$ cat src/rtl/sim_run_ctrl_pkg.sv
// sim_pkg: state encoding, default run-control timing and saturating-increment helper.
// Rev 1.0
`default_nettype none

package sim_pkg;

  typedef enum logic [1:0] {
    HOLD  = 2'd0,
    RUN   = 2'd1,
    DRAIN = 2'd2,
    DONE  = 2'd3
  } state_e;

  localparam int unsigned c_def_reset_cycles   = 4;
  localparam int unsigned c_def_timeout_cycles = 1000;
  localparam int unsigned c_def_drain_cycles   = 3;

  // Increment v, saturating at the all-ones value of a w-bit counter.
  function automatic logic [63:0] sat_inc(input logic [63:0] v, input int unsigned w);
    logic [63:0] max_v;
    max_v = (w >= 64) ? {64{1'b1}} : ((64'd1 << w) - 64'd1);
    return (v >= max_v) ? max_v : (v + 64'd1);
  endfunction

endpackage

`default_nettype wire

$ cat src/rtl/sim_run_ctrl_if.sv
// sim_run_ctrl_if: DUT status inputs and run-control outputs of sim_run_ctrl.
// Rev 1.0
`default_nettype none

interface sim_run_ctrl_if #(
  parameter int unsigned CNT_W = 32
);
  import sim_pkg::*;

  logic             dut_done;
  logic             dut_fail;
  logic             dut_reset;
  logic [CNT_W-1:0] cycle_count;
  state_e           state;
  logic             finish;
  logic             pass;
  logic             timed_out;

  modport master (
    input  dut_done, dut_fail,
    output dut_reset, cycle_count, state, finish, pass, timed_out
  );

  modport slave (
    output dut_done, dut_fail,
    input  dut_reset, cycle_count, state, finish, pass, timed_out
  );

endinterface

`default_nettype wire

$ cat src/rtl/sim_run_ctrl_sat_counter.sv
// sim_sat_counter: registered up-counter with synchronous clear, enable and freeze; saturates at all-ones.
// Rev 1.0
`default_nettype none

module sim_sat_counter
  import sim_pkg::*;
#(
  parameter int unsigned WIDTH = 32
) (
  input  wire logic             clk_i,
  input  wire logic             rst_i,
  input  wire logic             clear_i,
  input  wire logic             en_i,
  input  wire logic             freeze_i,
  output logic      [WIDTH-1:0] count_o
);

  logic [WIDTH-1:0] count_q;
  logic [WIDTH-1:0] count_d;

  always_comb begin
    count_d = count_q;
    if (clear_i) begin
      count_d = '0;
    end else if (en_i && !freeze_i) begin
      count_d = WIDTH'(sat_inc(64'(count_q), WIDTH));
    end
  end

  always_ff @(posedge clk_i) begin
    if (rst_i) begin
      count_q <= '0;
    end else begin
      count_q <= count_d;
    end
  end

  assign count_o = count_q;

endmodule

`default_nettype wire

$ cat src/rtl/sim_run_ctrl.sv
// sim_run_ctrl: sequences DUT reset, counts cycles, applies timeout and drain window, then requests finish.
// Rev 1.0
`default_nettype none

module sim_run_ctrl
  import sim_pkg::*;
#(
  parameter int unsigned CNT_W          = 32,
  parameter int unsigned RESET_CYCLES   = c_def_reset_cycles,
  parameter int unsigned TIMEOUT_CYCLES = c_def_timeout_cycles,
  parameter int unsigned DRAIN_CYCLES   = c_def_drain_cycles
) (
  input  wire logic      clock,
  input  wire logic      reset,
  sim_run_ctrl_if.master bus
);

  localparam int unsigned HOLD_W  = (RESET_CYCLES > 1) ? $clog2(RESET_CYCLES) : 1;
  localparam int unsigned DRAIN_W = (DRAIN_CYCLES > 1) ? $clog2(DRAIN_CYCLES) : 1;

  localparam logic [HOLD_W-1:0]  c_hold_last  = HOLD_W'(RESET_CYCLES - 1);
  // A zero-length drain still spends one cycle in DRAIN.
  localparam logic [DRAIN_W-1:0] c_drain_last = DRAIN_W'((DRAIN_CYCLES == 0) ? 0 : DRAIN_CYCLES - 1);
  localparam logic [63:0]        c_timeout_last = 64'(TIMEOUT_CYCLES) - 64'd1;

  state_e              state_q;
  logic [HOLD_W-1:0]   hold_cnt_q;
  logic [DRAIN_W-1:0]  drain_cnt_q;
  logic                dut_reset_q;
  logic                finish_q;
  logic                pass_q;
  logic                timed_out_q;
  logic                fail_seen_q;
  logic                timeout_hit;

  assign timeout_hit = (TIMEOUT_CYCLES != 0) && (64'(bus.cycle_count) == c_timeout_last);

  always_ff @(posedge clock) begin
    if (reset) begin
      state_q     <= HOLD;
      hold_cnt_q  <= '0;
      drain_cnt_q <= '0;
      dut_reset_q <= 1'b1;
      finish_q    <= 1'b0;
      pass_q      <= 1'b0;
      timed_out_q <= 1'b0;
      fail_seen_q <= 1'b0;
    end else begin
      case (state_q)
        HOLD: begin
          if (hold_cnt_q == c_hold_last) begin
            state_q     <= RUN;
            dut_reset_q <= 1'b0;
          end else begin
            hold_cnt_q <= hold_cnt_q + HOLD_W'(1);
          end
        end
        RUN: begin
          // Fail outranks done, and either outranks a coincident timeout.
          if (bus.dut_fail) begin
            state_q     <= DRAIN;
            fail_seen_q <= 1'b1;
          end else if (bus.dut_done) begin
            state_q <= DRAIN;
          end else if (timeout_hit) begin
            state_q     <= DRAIN;
            timed_out_q <= 1'b1;
          end
        end
        DRAIN: begin
          if (bus.dut_fail) begin
            fail_seen_q <= 1'b1;
          end
          if (drain_cnt_q == c_drain_last) begin
            state_q  <= DONE;
            finish_q <= 1'b1;
            pass_q   <= !(fail_seen_q || bus.dut_fail) && !timed_out_q;
          end else begin
            drain_cnt_q <= drain_cnt_q + DRAIN_W'(1);
          end
        end
        DONE: begin
          state_q <= DONE;
        end
      endcase
    end
  end

  sim_sat_counter #(
    .WIDTH (CNT_W)
  ) u_cycle_cnt (
    .clk_i    (clock),
    .rst_i    (reset),
    .clear_i  (state_q == HOLD),
    .en_i     ((state_q == RUN) || (state_q == DRAIN)),
    .freeze_i (state_q == DONE),
    .count_o  (bus.cycle_count)
  );

  assign bus.dut_reset = dut_reset_q;
  assign bus.state     = state_q;
  assign bus.finish    = finish_q;
  assign bus.pass      = pass_q;
  assign bus.timed_out = timed_out_q;

endmodule

`default_nettype wire

$ cat src/flat_wrapper.sv
// flat-port wrapper written by rule: the top's interface ports become plain ports
module sim_run_ctrl_flat import sim_pkg::*;
#(
  parameter int unsigned CNT_W          = 32,
  parameter int unsigned RESET_CYCLES   = c_def_reset_cycles,
  parameter int unsigned TIMEOUT_CYCLES = c_def_timeout_cycles,
  parameter int unsigned DRAIN_CYCLES   = c_def_drain_cycles
)
  (clock, reset, bus_dut_done, bus_dut_fail, bus_dut_reset, bus_cycle_count, bus_state, bus_finish, bus_pass, bus_timed_out);
  sim_run_ctrl_if #(.CNT_W(CNT_W)) bus_i ();
  input  wire logic clock;
  input  wire logic reset;
  input wire logic [$bits(bus_i.dut_done)-1:0] bus_dut_done;
  input wire logic [$bits(bus_i.dut_fail)-1:0] bus_dut_fail;
  output wire logic [$bits(bus_i.dut_reset)-1:0] bus_dut_reset;
  output wire logic [$bits(bus_i.cycle_count)-1:0] bus_cycle_count;
  output wire logic [$bits(bus_i.state)-1:0] bus_state;
  output wire logic [$bits(bus_i.finish)-1:0] bus_finish;
  output wire logic [$bits(bus_i.pass)-1:0] bus_pass;
  output wire logic [$bits(bus_i.timed_out)-1:0] bus_timed_out;
  assign bus_i.dut_done = bus_dut_done;
  assign bus_i.dut_fail = bus_dut_fail;
  assign bus_dut_reset = bus_i.dut_reset;
  assign bus_cycle_count = bus_i.cycle_count;
  assign bus_state = bus_i.state;
  assign bus_finish = bus_i.finish;
  assign bus_pass = bus_i.pass;
  assign bus_timed_out = bus_i.timed_out;
  sim_run_ctrl #(.CNT_W(CNT_W), .RESET_CYCLES(RESET_CYCLES), .TIMEOUT_CYCLES(TIMEOUT_CYCLES), .DRAIN_CYCLES(DRAIN_CYCLES)) u_core (.clock(clock), .reset(reset), .bus(bus_i));
endmodule
$ cat config.mk
export PLATFORM = sky130hd
export DESIGN_NAME = sim_run_ctrl_flat
export DESIGN_NICKNAME = d
export VERILOG_FILES = /design/src/rtl/sim_run_ctrl_pkg.sv /design/src/rtl/sim_run_ctrl_if.sv /design/src/rtl/sim_run_ctrl_sat_counter.sv /design/src/rtl/sim_run_ctrl.sv /design/src/flat_wrapper.sv
export SDC_FILE = /design/constraint.sdc
export NUM_CORES = 1
export LEC_CHECK = 0
export CORE_ASPECT_RATIO = 2
export CORE_MARGIN = 1
export CORE_UTILIZATION = 56
export DETAILED_ROUTE_END_ITERATION = 16
export HOLD_SLACK_MARGIN = 0.15
export PLACE_DENSITY = 0.94
export SKIP_CTS_REPAIR_TIMING = 1
export SYNTH_ARGS = -nofsm -noshare
export SYNTH_HDL_FRONTEND = slang
export SYNTH_HIERARCHICAL = 1
export SYNTH_SLANG_ARGS = --single-unit
$ cat constraint.sdc
create_clock -name clock -period 5.4 [get_ports clock]
set_clock_uncertainty 0.15 [all_clocks]
set_input_delay 0.54 -clock clock [delete_from_list [all_inputs] [get_ports clock]]
set_output_delay 0.54 -clock clock [all_outputs]
set_load 0.005 [all_outputs]
==> impl_metrics.py <==
metrics = {
    "setup_path": {
        "crit_path_end_kind": "flop",
        "max_stage_delay_ns": 0.51,
        "arrival_ns": 3.06,
        "path_class": "flop to flop",
        "crit_path_start_kind": "flop",
        "worstRegToRegCells": 7,
        "crit_chain": "inv_1 > ha_1 > nor2b_1 > and4_1 > and2_4 > nand4_4 > a31oi_1",
        "worst_r2r_endpoint": "u_core/u_cycle_cnt/count_o[15]",
        "crit_path_top_delay_cell": "and4_1",
        "cp_max_fo": 28,
        "critical_path_buf_inv_count": 1,
        "worstPathRequired_ns": 5.47,
        "r2r-start": "u_core/bus.state[0]",
        "rrSetupSlack_ns": 2.42,
        "cp_top_family": "simple AND/OR/NAND/NOR gates",
    },
    "die": {
        "top_level_ports": 42,
        "rows": 32,
        "die_area_um2": 4246,
        "coreArea_um2": 3844,
        "fp.dieH_um": 91.16,
        "die_width_um": 46.58,
        "start_util": 0.5791,
    },
    "clock_network": {
        "insertion_delay_ns": 0.30,
        "cts_buffers": 5,
        "clockBufferDepth": 2,
        "cts_tree": "built",
        "clock_sinks": 43,
        "cts_max_level": 2,
        "path_clk_slew_ns": 0.08,
        "cts-root-buf": "clkbuf_8",
    },
    "logic_synthesis": {
        "yosysUniqueCellTypes": 43,
        "synth_top_area_share": 0.3867,
        "synth_compound_area_frac": 0.1388,
        "yosysTopAreaCell": "dfxtp_1",
        "syn_avg_cell_area_um2": 9.275,
        "yosys-top-cells-area": "dfxtp_1, xor2_1, a21oi_1",
        "ys_seq_elements": 43,
        "syn-num-nets": 251,
        "synthXorXnorAreaFrac": 0.1062,
        "muxShareOfSynthArea": 0.008994,
        "yosysWarnings": 6,
        "synth_top_family_by_area": "simple AND/OR/NAND/NOR gates",
        "ys_top_cells_by_count": "dfxtp_1, a21oi_1, xor2_1",
        "synth_simple_gate_area_frac": 0.2760,
        "yosysMostFrequentCell": "dfxtp_1",
        "syn_inst": 240,
        "ys_seq_area_frac": 0.3867,
        "synthArstFlopShare": 0,
        "ys.flop_type": "dfxtp_1",
        "synth-edff-count": 0,
        "synth_fa_ha_area_frac": 0.03935,
        "netlist_area_um2": 2226,
    },
    "cells_and_area": {
        "design_area_um2": 2716,
        "instances_no_fill": 327,
        "finalNetCount": 286,
        "syn_to_final_growth_pct": 22.04,
        "final_core_util": 0.7067,
        "num_antenna_cells": 0,
        "drive_gt1_frac": 0.1087,
    },
    "grt": {
        "antenna_found_initial": 0,
        "grt_pass1_vias": 1869,
        "track_usage": 0.2772,
        "grt_overflow_total": 0,
        "grt_max_degree": 33,
        "grt_first_pass_wirelength_mm": 8.783,
    },
    "run_status": {
        "status": "finished, final reports clean",
    },
    "route": {
        "routed_wl_mm": 5.354,
        "drt_iter0_drc": 60,
        "first_pass_iters": 4,
        "antenna_left": 0,
        "vias": 2000,
        "vias_per_cell": 6.116,
        "drcViolationCount": 0,
        "wire_per_inst_um": 16.37,
    },
    "sta": {
        "worst_slack_ns": 2.417,
        "period_share": 0.5525,
        "max_freq_mhz": 335.2,
        "drv_slew": 0,
        "setup_viol": 0,
        "hold_viol": 0,
        "worst_pin_slew_ns": 0.7338,
        "tns_ns": 0,
        "rsz0062_at_grt": "no",
        "layout_min_cycle_time_ns": 2.983,
        "slew_headroom": 0.5108,
    },
    "place": {
        "dpl.cell_count": 319,
        "pre_cts_slack_ns": 2.519,
        "dp_hpwl_mm": 3.629,
        "placed_area_um2": 2621,
        "io_buffers": 41,
        "place_congestion": 0.9405,
    },
    "worst_hold_path": {
        "hold_path_end": "u_core/bus.timed_out",
        "min_path_cells": 2,
        "hp-start": "u_core/bus.timed_out",
        "hold_class": "flop to flop",
    },
    "job": {
        "maxCapViolCount": 0,
    },
    "power_and_ir_drop": {
        "p_leak_nw": 0.9254,
        "ir_drop_mv": 0.2419,
        "powerDensity_nw_per_um2": 281.4,
    },
}
==> per-layer routing <==
metal / share of wire / GRT usage
met4: 0.028 / 0.1225
met3: 0.041 / 0.04771
met1: 0.40 / 0.3450
met5: 0 / 0
met2: 0.53 / 0.4421
==> worst reg2reg max path, stage by stage, from the launching register on <==
cell and delay [ns]:
dfxtp_1 0.44, inv_1 0.11, ha_1 0.30, nor2b_1 0.41
and4_1 0.51, and2_4 0.28, nand4_4 0.40, a31oi_1 0.30
==> metrics by stage <==
stage | hold slack, ns | power (mW)
6_report | 0.3153 | 0.7645
5_1_grt | 0.3459 | 0.8050
4_1_cts | 0.3182 | 0.7689
3_5_place_dp | 0.2956 | 0.5534
3_3_place_gp | 0.2854 | 0.5431
2_1_floorplan | 0.2871 | 0.5030
==> power breakdown <==
part	internal [mW]	switching [mW]
logic	0.0806	0.100
clock network	0.105	0.112
registers	0.343	0.0240
total	0.528	0.236
==> layout by cell type, fill, tap and decap left out, types with 2 or more instances in the layout <==
cell type | netlist | layout
nor3_1 | 4 | 4
nand3_1 | 11 | 11
xnor2_1 | 6 | 6
nand2_1 | 11 | 11
a21oi_1 | 26 | 26
o211ai_1 | 2 | 2
and4b_1 | 2 | 2
xor2_1 | 21 | 21
and3_1 | 8 | 8
clkbuf_8 | 0 | 6
nor4_1 | 2 | 2
nand4_1 | 15 | 15
mux2i_1 | 2 | 2
nor4_2 | 4 | 4
or2_2 | 3 | 3
nor2b_1 | 3 | 3
nor2_1 | 12 | 12
or3_1 | 3 | 3
dfxtp_1 | 43 | 43
a31oi_1 | 2 | 2
and2_1 | 3 | 3
clkdlybuf4s50_1 | 0 | 41
a21oi_2 | 10 | 10
and4_1 | 6 | 6
ha_1 | 7 | 7
a211oi_1 | 2 | 2
inv_1 | 5 | 5
==> state kept, by name, summed over array words and instances, names as in the netlist <==
signal	count
u_core/fail_seen_q	1
u_core/hold_cnt_q	2
u_core/drain_cnt_q	2
u_core/u_cycle_cnt/count_o	32
u_core/bus.pass	1
u_core/bus.dut_reset	1
u_core/bus.state	2
u_core/bus.finish	1
u_core/bus.timed_out	1
==> area by class of cell <==
cell class	count	area (um2)
clock buffers	7	86.33
clock inverters	1	8.758
fillers	311	1127
inverters	5	18.77
multi-input cells	179	1267
flip-flops and latches	43	860.8
well taps	51	63.81
repair buffers	41	410.4
==> cells by family after synthesis <==
group           after synthesis
simple gates                 95
compound gates               48
flops                        43
xor+xnor                     27
buf+inv                      18
fa+ha+maj                     7
mux                           2
==> worst max path at each step <==
stage	from	to	slack, ns	cells after the start
after floorplan	u_core/bus.state[0]	u_core/u_cycle_cnt/count_o[17]	3.16	11
after global placement	u_core/bus.state[1]	u_core/u_cycle_cnt/count_o[8]	2.64	7
after detailed placement	u_core/bus.state[1]	u_core/u_cycle_cnt/count_o[15]	2.52	7
after CTS	u_core/bus.state[1]	u_core/u_cycle_cnt/count_o[15]	2.46	7
after global routing	u_core/bus.state[0]	u_core/u_cycle_cnt/count_o[8]	2.21	7
final	u_core/bus.state[0]	u_core/u_cycle_cnt/count_o[15]	2.42	7
No activity file was read; power rests on OpenSTA's default activity.
